`config.mk`:
```
export PLATFORM = sky130hd
export DESIGN_NAME = logo_uart_frame_dumper
export DESIGN_NICKNAME = d
export VERILOG_FILES = /design/src/rtl/logo_uart_frame_dumper_pkg.sv /design/src/rtl/logo_uart_frame_dumper.sv
export SDC_FILE = /design/constraint.sdc
export NUM_CORES = 1
export LEC_CHECK = 0
export ABC_CLOCK_PERIOD_IN_PS = 3400
export BUFFER_PORTS_ARGS = -buffer_cell sky130_fd_sc_hd__buf_2
export CAP_MARGIN = 25
export CELL_PAD_IN_SITES_DETAIL_PLACEMENT = 1
export CELL_PAD_IN_SITES_GLOBAL_PLACEMENT = 1
export CORE_MARGIN = 2
export CORE_UTILIZATION = 35
export CTS_CLUSTER_DIAMETER = 200
export DETAILED_ROUTE_END_ITERATION = 10
export GPL_ROUTABILITY_DRIVEN = 0
export HOLD_SLACK_MARGIN = 0.08
export PLACE_DENSITY = 0.81
export SLEW_MARGIN = 15
export SYNTH_ARGS = -nofsm -noshare
export SYNTH_HDL_FRONTEND = slang
export SYNTH_SLANG_ARGS = --single-unit
```
`constraint.sdc`:
```
create_clock -name clk_sys -period 3.4 [get_ports clk_sys]
set_input_delay 1.02 -clock clk_sys [delete_from_list [all_inputs] [get_ports clk_sys]]
set_output_delay 1.02 -clock clk_sys [all_outputs]
set_load 0.005 [all_outputs]
```
`src/rtl/logo_uart_frame_dumper_pkg.sv`:
```
// Shared definitions for the logo frame stream: address width, marker default,
// FSM states and rgb12 <-> UART byte-pair packing.
package logo_uart_frame_dumper_pkg;

    localparam int unsigned AddrW          = 17;
    localparam logic [15:0] HdrWordDefault = 16'hA55A;

    typedef enum logic [2:0] {
        StIdle,
        StHdrHi,
        StHdrLo,
        StFetch,
        StWait,
        StSendHi,
        StSendLo
    } state_e;

    function automatic logic [7:0] pix_byte_hi(input logic [11:0] rgb);
        return rgb[11:4];
    endfunction

    function automatic logic [7:0] pix_byte_lo(input logic [11:0] rgb);
        return {rgb[3:0], 4'h0};
    endfunction

endpackage

```
`src/rtl/logo_uart_frame_dumper.sv`:
```
// Reads one RGB444 frame from a dualbuf bank and streams it to the UART TX core
// as byte pairs, optionally preceded by a 2-byte marker.
module logo_uart_frame_dumper
    import logo_uart_frame_dumper_pkg::*;
#(
    parameter int unsigned WIDTH    = 320,
    parameter int unsigned HEIGHT   = 240,
    parameter int unsigned RD_LAT   = 1,
    parameter int unsigned HDR_EN   = 0,
    parameter logic [15:0] HDR_WORD = HdrWordDefault
) (
    input  logic             clk_sys,
    input  logic             rst_sys_n,
    input  logic             start,
    input  logic             abort,
    input  logic             read_buf_sys,
    output logic             rd_bank,
    output logic             rd_en,
    output logic [AddrW-1:0] rd_addr,
    input  logic [11:0]      rd_data,
    output logic [7:0]       tx_byte,
    output logic             tx_vld,
    input  logic             tx_rdy,
    output logic             busy,
    output logic             done
);

    localparam int unsigned      DEPTH    = WIDTH * HEIGHT;
    localparam int unsigned      WaitW    = (RD_LAT > 1) ? $clog2(RD_LAT) : 1;
    localparam logic [AddrW-1:0] LastAddr = AddrW'(DEPTH - 1);
    localparam logic [WaitW-1:0] WaitLast = WaitW'(RD_LAT - 1);

    state_e             state_q, state_d;
    logic [AddrW-1:0]   addr_q, addr_d;
    logic [WaitW-1:0]   wait_q, wait_d;
    logic [11:0]        pix_q, pix_d;
    logic               rd_bank_q, rd_bank_d;
    logic               rd_en_q, rd_en_d;
    logic [AddrW-1:0]   rd_addr_q, rd_addr_d;
    logic [7:0]         tx_byte_q, tx_byte_d;
    logic               tx_vld_q, tx_vld_d;
    logic               busy_q, busy_d;
    logic               done_q, done_d;
    logic               hs;

    assign hs = tx_vld_q && tx_rdy;

    always_comb begin
        state_d   = state_q;
        addr_d    = addr_q;
        wait_d    = wait_q;
        pix_d     = pix_q;
        rd_bank_d = rd_bank_q;
        rd_en_d   = 1'b0;
        rd_addr_d = rd_addr_q;
        tx_byte_d = tx_byte_q;
        tx_vld_d  = tx_vld_q;
        done_d    = 1'b0;

        // Abort wins over a handshake completing in the same cycle; the pending byte is dropped.
        if (state_q != StIdle && abort) begin
            state_d   = StIdle;
            addr_d    = '0;
            wait_d    = '0;
            rd_addr_d = '0;
            tx_byte_d = '0;
            tx_vld_d  = 1'b0;
        end else begin
            unique case (state_q)
                StIdle: begin
                    if (start && !abort) begin
                        rd_bank_d = read_buf_sys;
                        addr_d    = '0;
                        wait_d    = '0;
                        if (HDR_EN != 0) begin
                            state_d   = StHdrHi;
                            tx_byte_d = HDR_WORD[15:8];
                            tx_vld_d  = 1'b1;
                        end else begin
                            state_d   = StFetch;
                            rd_en_d   = 1'b1;
                            rd_addr_d = '0;
                        end
                    end
                end
                StHdrHi: begin
                    if (hs) begin
                        state_d   = StHdrLo;
                        tx_byte_d = HDR_WORD[7:0];
                    end
                end
                StHdrLo: begin
                    if (hs) begin
                        state_d   = StFetch;
                        tx_vld_d  = 1'b0;
                        rd_en_d   = 1'b1;
                        rd_addr_d = addr_q;
                    end
                end
                StFetch: begin
                    state_d = StWait;
                    wait_d  = '0;
                end
                StWait: begin
                    if (wait_q == WaitLast) begin
                        state_d   = StSendHi;
                        wait_d    = '0;
                        pix_d     = rd_data;
                        tx_byte_d = pix_byte_hi(rd_data);
                        tx_vld_d  = 1'b1;
                    end else begin
                        wait_d = wait_q + 1'b1;
                    end
                end
                StSendHi: begin
                    if (hs) begin
                        state_d   = StSendLo;
                        tx_byte_d = pix_byte_lo(pix_q);
                    end
                end
                StSendLo: begin
                    if (hs) begin
                        tx_vld_d = 1'b0;
                        if (addr_q == LastAddr) begin
                            state_d   = StIdle;
                            addr_d    = '0;
                            rd_addr_d = '0;
                            done_d    = 1'b1;
                        end else begin
                            state_d   = StFetch;
                            addr_d    = addr_q + 1'b1;
                            rd_addr_d = addr_q + 1'b1;
                            rd_en_d   = 1'b1;
                        end
                    end
                end
                default: state_d = StIdle;
            endcase
        end

        busy_d = (state_d != StIdle);
    end

    always_ff @(posedge clk_sys) begin
        if (!rst_sys_n) begin
            state_q   <= StIdle;
            addr_q    <= '0;
            wait_q    <= '0;
            pix_q     <= '0;
            rd_bank_q <= 1'b0;
            rd_en_q   <= 1'b0;
            rd_addr_q <= '0;
            tx_byte_q <= '0;
            tx_vld_q  <= 1'b0;
            busy_q    <= 1'b0;
            done_q    <= 1'b0;
        end else begin
            state_q   <= state_d;
            addr_q    <= addr_d;
            wait_q    <= wait_d;
            pix_q     <= pix_d;
            rd_bank_q <= rd_bank_d;
            rd_en_q   <= rd_en_d;
            rd_addr_q <= rd_addr_d;
            tx_byte_q <= tx_byte_d;
            tx_vld_q  <= tx_vld_d;
            busy_q    <= busy_d;
            done_q    <= done_d;
        end
    end

    assign rd_bank = rd_bank_q;
    assign rd_en   = rd_en_q;
    assign rd_addr = rd_addr_q;
    assign tx_byte = tx_byte_q;
    assign tx_vld  = tx_vld_q;
    assign busy    = busy_q;
    assign done    = done_q;

endmodule
```
## Word level (Yosys, flattened, before mapping)

Index checks and enable logic that the tools add are counted.

- Mux-type cells: 31
- Reductions and logical operators: 22
- Div/mod/pow operators: 0
- Add/sub/neg operators: 2
- Equality and inequality tests: 14
- Bitwise operators: 5
- Magnitude comparators: 0
- Multiply operators: 0
- Shift operators: 0

Operators by type and width:

| cell | count |
|---|---|
| $mux 17 | 4 |
| $pmux 17 s3 | 1 |
| $pmux 17 s2 | 1 |
| $mux 8 | 3 |
| $pmux 8 s3 | 1 |
| $mux 3 | 7 |
| $pmux 3 s7 | 1 |
| $add 17x1->17 const B | 1 |
| $eq 17x17->1 const B | 1 |
| $reduce_bool 3->1 | 5 |
| $ne 2x2->1 const B | 6 |
| $reduce_and 3->1 | 4 |
| $eq 3x3->1 const B | 3 |
| $mux 1 | 9 |
| $reduce_and 4->1 | 2 |
| $eq 3x2->1 const B | 2 |
| $pmux 1 s3 | 2 |
| $not 1->1 | 5 |
| $reduce_bool 2->1 | 2 |
| $reduce_or 2->1 | 2 |
| $reduce_or 4->1 | 1 |
| $eq 3x1->1 const B | 1 |
| $logic_and 1x1->1 | 3 |
| $logic_not 3->1 | 1 |
| 6 further kinds | 6 |

- Bits in registers: 55
- Latch bits: 0
- Memory bits (writable): 0
- Memories kept: 0
- ROM bits: 0
- Word-level logic and storage cells: 85

## Longest topological paths before layout

Gate-level depths: netlist (run 1).

- Depth in word-level cells: 6
- Mapped depth: 9
- Mapped depth without buffers: 6

## Worst setup path after synthesis (run 1)

OpenSTA, ideal clock, no wires.

- Path type: input to register
- Start point: input tx_rdy
- End point: register addr_q[14]
- Path slack: 1.018 ns
- Path buffers: 2
- Data required time: 3.299 ns
- Arrival: 2.281 ns
- Stages on the path: 7
- Cell sequence: and4b_1 > clkbuf_1 > a2bb2o_1 > clkbuf_1 > nor2_1 > a22oi_1 > o41ai_1

- Longest elaborated chain between the ends: 3

Ends and longest elaborated chain:

| element | RTL line | RTL |
|---|---|---|
| from (decl) | logo_uart_frame_dumper.sv:23 | `input logic tx_rdy,` |
| $logic_and 1x1->1 | logo_uart_frame_dumper.sv:46 | `assign hs = tx_vld_q && tx_rdy;` |
| $ne 2x2->1 (no source line) | - |  |
| $reduce_and 3->1 (no source line) | - |  |
| to (signal assigned) | logo_uart_frame_dumper.sv:159 | `addr_q <= addr_d;` |
| to (decl) | logo_uart_frame_dumper.sv:34 | `logic [AddrW-1:0] addr_q, addr_d;` |

Every way passes these cells.
A chain may end at the register's enable or synchronous reset.

## Worst setup path in the final report (run 1)

- Start point: register addr_q[0]
- End point: register busy_q (netlist: busy)

- Longest elaborated chain between the ends: 6

Ends and longest elaborated chain:

| element | RTL line | RTL |
|---|---|---|
| $eq 17x17->1 | logo_uart_frame_dumper.sv:124 | `if (addr_q == LastAddr) begin` |
| $mux 2 | logo_uart_frame_dumper.sv:124 |  |
| $mux 3 | logo_uart_frame_dumper.sv:122 | `if (hs) begin` |
| $pmux 3 s7 | logo_uart_frame_dumper.sv:69 | `unique case (state_q)` |
| $mux 3 | logo_uart_frame_dumper.sv:61 | `if (state_q != StIdle && abort) begin` |
| $reduce_bool 3->1 | logo_uart_frame_dumper.sv:141 | `busy_d = (state_d != StIdle);` |
| to (signal assigned) | logo_uart_frame_dumper.sv:167 | `busy_q <= busy_d;` |
| to (decl) | logo_uart_frame_dumper.sv:42 | `logic busy_q, busy_d;` |

Every way passes these cells.

==> results.toml, run 1 <==
[grt]
grt_pass1_vias = 2782
grt_max_degree = 24
grt_antenna_before_repair = 0
grt_pass1_wl_mm = 14.05
track_usage = 0.2066
grt_overflow = 0

[synth]
synth-async-reset-ratio = 0
synthDistinctLibCells = 53
synth_nets = 361
synth_top_cell_by_area = "dfxtp_1"
yosysTopAreaCellShare = 0.3967
synth-seq-area-share = 0.3967
ys_warn_count = 0
synth_area_leaders = "dfxtp_1, nand2_1, o21ai_0, nor2_1, nand3_1"
synth-seq-cells = 54
avgSynthCellArea_um2 = 7.968
synth_flop_cell = "dfxtp_1"
synth-edff-count = 0
syn_area_mm2 = 0.002725
syn_inst = 342

[clocking]
clock_path_buffers = 2
postCtsSetupBuffers = 0
path_clk_slew_ps = 100
cts_tree = "built"
hold_buffers = 0
cts_resized = 0
root_buffer = "clkbuf_8"
ctsHtreeMaxLevel = 2
cts.sink_count = 54
clkLatencyLatePin_ps = 320
cts_made_buffers = 5

[worst_setup_path]
r2r_start = "addr_q[0]"
cp_slowest_stage_delay_ps = 500
worstPathCellList = "ha_1 > inv_1 > nor3_2 > and2_1 > a41oi_1 > or3_1"
cp.required_ps = 3590
slowest_stage = "dfxtp_1"
rrSetupSlack_ps = 850
cp.arrival_ps = 2740
cp_max_fo = 10
start_kind = "flip-flop"
cp-end-kind = "flip-flop"
reg2reg_to = "busy"
reg2regPathDepth = 6
crit_type = "flip-flop to flip-flop"
worstSetupStartpoint = "addr_q[0]"

[place]
portBuffers = 47
place_ws_ps = 698.0
dp_hpwl_mm = 6.142

[worst_hold_path]
worstHoldStart = "rd_addr[3]"
min_to = "rd_addr[3]"
hold_depth = 1
hold_class = "flip-flop to flip-flop"

[timing]
maxSlewHeadroom = 0.4939
rsz0062_at_grt = "no"
finalHoldViolCount = 0
setup_slack_ps = 850.9
period_share = 0.7497
slew_violations = 0
setup_tns_ps = 0
skew_ps = 13.25
tightestPinTransition_ps = 758.1
max_freq_mhz = 392.3
min_period_ps = 2549
finalSetupViolCount = 0

[pwr]
vdd_drop_max_mv = 0.2332
leakage_nw = 1.176
p_per_area_mw_per_mm2 = 388.8

[detailed_routing]
avgViaCountPerCell = 5.709
wl_per_cell_um = 17.70
wl_mm = 8.460
first_pass_iters = 4
drtIter0Drc = 197
num_vias = 2729
drtAntennaViolNets = 0
drc = 0

[run_status]
run_status = "finished, final reports clean"

[floorplanning]
core-area_mm2 = 0.007647
die_y_um = 92.24
start_util = 0.3563
io_pins = 48
rows = 32
die-area_mm2 = 0.008508
die_x_um = 92.24

[finish]
area_growth_syn_to_layout_pct = 13.45
nets = 395
layout_common_cells = "dfxtp_1, nand2_1, buf_2"
layout-drive-gt1-share = 0.1596
final_common_cell = "dfxtp_1"
num_antenna_cells = 0

[run]
cap_violations = 0
==> layer usage <==
metal,vias up,global-route usage,part of all wire
li1,1314,-,-
met1,1326,0.2755,0.46
met2,75,0.3407,0.47
met3,14,0.03451,0.053
met4,0,0.06592,0.016
met5,-,0,0
==> final cells by class <==
| class | instances | area [µm²] |
|---|---|---|
| Clock buffer | 6 | 72.57 |
| Clock inverter | 1 | 7.507 |
| Fill cell | 931 | 4556 |
| Inverter | 6 | 22.52 |
| Multi-Input combinational cell | 259 | 1523 |
| Sequential cell | 54 | 1081 |
| Tap cell | 102 | 127.6 |
| Timing Repair Buffer | 50 | 257.7 |
==> how the worst max path moves through the flow <==
stage             endpoint  slack [ps]
2_1_floorplan   addr_q[14]        1020
3_3_place_gp   rd_addr[11]         800
3_5_place_dp    addr_q[14]         700
4_1_cts               busy         870
5_1_grt               busy         650
6_report              busy         850
==> metrics by stage <==
stage	cell area [µm²]	util	std cells	hold WS, ps	total power [mW]
final	3092	0.4043	478	476.8	1.202
after global routing	3092	0.4043	478	506.9	1.255
after CTS	3092	0.4043	478	486.1	1.212
after detailed placement	3012	0.3938	471	456.1	0.8585
after global placement	3012	0.3938	471	447.4	0.8533
after floorplan	2725	-	342	455.8	0.7909
==> critical path: cells and delay by family, from the launching register on <==
| kind | cells | cell delay (ps) |
|---|---|---|
| simple gates | 3 | 1110 |
| compound gates | 1 | 180 |
| fa+ha+maj | 1 | 440 |
| flops | 1 | 500 |
| buf+inv | 1 | 190 |
==> report_power, final <==
part / internal (mW) / leakage, nW / switching [mW]
sequential: 0.656 / 0.437 / 0.0279
combinational: 0.0622 / 0.702 / 0.0996
clock: 0.142 / 0.0373 / 0.215
total: 0.860 / 1.18 / 0.342
==> Yosys cell counts (all sizes together) (7+ instances only) <==
cell type and count:
dfxtp 54, nand2 50, nor2 28, o21ai 25, nand3 18, a21oi 15
clkbuf 13, a31oi 11, buf 10, mux2i 8, nand4 8, nor2b 7
==> registers in the layout (all words and copies together) (netlist names), 3 cells and up <==
name,flops
rd_addr,17
tx_byte,8
pix_q,4
state_q,3
addr_q,17
==> cell families after synthesis <==
group / count (synthesis) / synth area share
flops: 54 / 0.3967
simple gates: 158 / 0.3007
xor+xnor: 7 / 0.02250
buf+inv: 29 / 0.04454
compound gates: 85 / 0.2016
fa+ha+maj: 1 / 0.004591
mux: 8 / 0.02939
Power figures use the tool's default switching activity.
==> inputs of run 2 (changes only) <==
- ABC_CLOCK_PERIOD_IN_PS: 3400 -> 2600
- clock period: 3.4 -> 2.6 ns (I/O delays scaled with it)
==> run 2 against run 1 <==
  * Worst hold slack got worse by 1.8 ps
  * Wire length grew 1.4%
  * Critical endpoint is now addr_q[2]
  * Clock power grew 59%
  * Clock skew decreased by 3.4 ps
  * Worst setup slack worse by 570 ps
  * Sequential share of layout area is 1.3 points lower
  * Cell area grew 3.9%
==> results.toml, run 2 (synthesis gave the netlist of run 1 again) <==
[detailed_routing]
drc = 0
avgViaCountPerCell = 5.587
first_pass_iters = 4
wl_per_cell_um = 17.47
wl_mm = 8.578
drtAntennaViolNets = 0
num_vias = 2743
drtIter0Drc = 164

[place]
placed_cell_area_mm2 = 0.003102
dp_hpwl_mm = 6.382
portBuffers = 47

[grt]
grt_pass1_wl_mm = 14.17
grt_max_degree = 21
grt_overflow = 0
track_usage = 0.2092
grt_pass1_vias = 2820
grt_antenna_before_repair = 0

[finish]
num_antenna_cells = 0
multiInputGateArea_mm2 = 0.001523
area_growth_syn_to_layout_pct = 17.86
final_core_util = 0.4200
fin_area_mm2 = 0.003212
fillCellCount = 956
nets = 407
regArea_mm2 = 0.001081
layout-drive-gt1-share = 0.1877
final_common_cell = "dfxtp_1"
layout_common_cells = "dfxtp_1, nand2_1, buf_2"

[worst_setup_path]
rrSetupSlack_ps = 290
cp.arrival_ps = 2520
worstSetupStartpoint = "addr_q[1]"
cp-end-kind = "flip-flop"
worstPathCellList = "ha_1 > and4b_1 > and4_1 > nor2_2 > nand2_1 > o41ai_1"
critPathTopFamily = "simple AND/OR/NAND/NOR gates"
reg2reg_to = "addr_q[2]"
crit_type = "flip-flop to flip-flop"
cp.required_ps = 2810
cp_slowest_stage_delay_ps = 570
reg2regPathDepth = 6
r2r_start = "addr_q[1]"
cp_max_fo = 16
critPathBufInv = 0
start_kind = "flip-flop"
slowest_stage = "nor2_2"

[timing]
tightestPinTransition_ps = 741.2
rsz0062_at_grt = "no"
setup_tns_ps = 0
finalHoldViolCount = 0
skew_ps = 9.889
finalSetupViolCount = 0
max_freq_mhz = 432.1
period_share = 0.8901
maxSlewHeadroom = 0.5054
min_period_ps = 2314
slew_violations = 0

[clocking]
path_clk_slew_ps = 100
root_buffer = "clkbuf_8"
cts.sink_count = 54
cts_tree = "built"
ctsHtreeMaxLevel = 2
cts_made_buffers = 5
hold_buffers = 0
postCtsSetupBuffers = 0
clkLatencyLatePin_ps = 310
clock_path_buffers = 2
cts_resized = 0

[pwr]
leakage_nw = 1.250
clockPowerShare = 0.335
vdd_drop_max_mv = 0.2803
p_sw_uw = 449.3
p_seq_frac = 0.520
switching_share = 0.2658
p_per_area_mw_per_mm2 = 526.3
power.internal_mw = 1.241
power_frac_comb = 0.145

[floorplanning]
die-area_mm2 = 0.008508
start_util = 0.3563
die_x_um = 92.24
io_pins = 48
rows = 32
die_y_um = 92.24
core-area_mm2 = 0.007647

[worst_hold_path]
min_to = "rd_addr[10]"
hold_depth = 1
worstHoldStart = "rd_addr[10]"
hold_class = "flip-flop to flip-flop"

[run_status]
run_status = "finished, final reports clean"

[run]
cap_violations = 0
-- run 2: changes by cell type in the layout (fill, tap and decap cells not counted) --
| cell | before | now |
|---|---|---|
| bufinv_16 | 0 | 1 |
| buf_4 | 3 | 15 |
-- run 2: how the worst max path moves through the flow --
| stage | to | slack (ps) | cells past startpoint |
|---|---|---|---|
| after floorplan | addr_q[14] | 460 | 7 |
| after global placement | addr_q[12] | 350 | 7 |
| after detailed placement | addr_q[14] | 240 | 5 |
| after CTS | addr_q[2] | 320 | 6 |
| after global routing | addr_q[2] | 170 | 6 |
| final | addr_q[2] | 290 | 6 |
-- run 2: cell type report --
type	instances	area share
Clock inverter	2	0.01169
Multi-Input combinational cell	259	0.4741
Inverter	6	0.007012
Sequential cell	54	0.3366
Clock buffer	6	0.02259
Tap cell	102	0.03973
Timing Repair Buffer	62	0.1083
-- run 2: power by group through the flow --
stage	Sequential, mW	Clock [mW]	Combinational, mW
after detailed placement	0.898	0	0.245
after floorplan	0.893	0	0.141
after global placement	0.898	0	0.237
after global routing	0.885	0.614	0.272
after CTS	0.879	0.584	0.247
final	0.879	0.566	0.246
-- run 2: through the flow --
stage	total power [mW]	cells	hold slack, ps	worst slack [ps]
floorplan	1.034	342	455.8	458.1
global placement	1.135	483	444.4	353.6
detailed placement	1.143	483	454.5	240.2
CTS	1.710	491	483.6	320.8
global route	1.771	491	503.0	174.4
finish	1.691	491	475.0	285.7
-- run 2: metal layers --
metal  GRT usage  part of all wire  routed length (µm)  up-vias
met5           0                 0                   0        -
met2      0.3364              0.47                4005       86
met1      0.2830              0.45                3824     1305
li1            -                 -                   -     1337
met4     0.08955             0.025                 214        0
met3     0.02465             0.062                 533       15
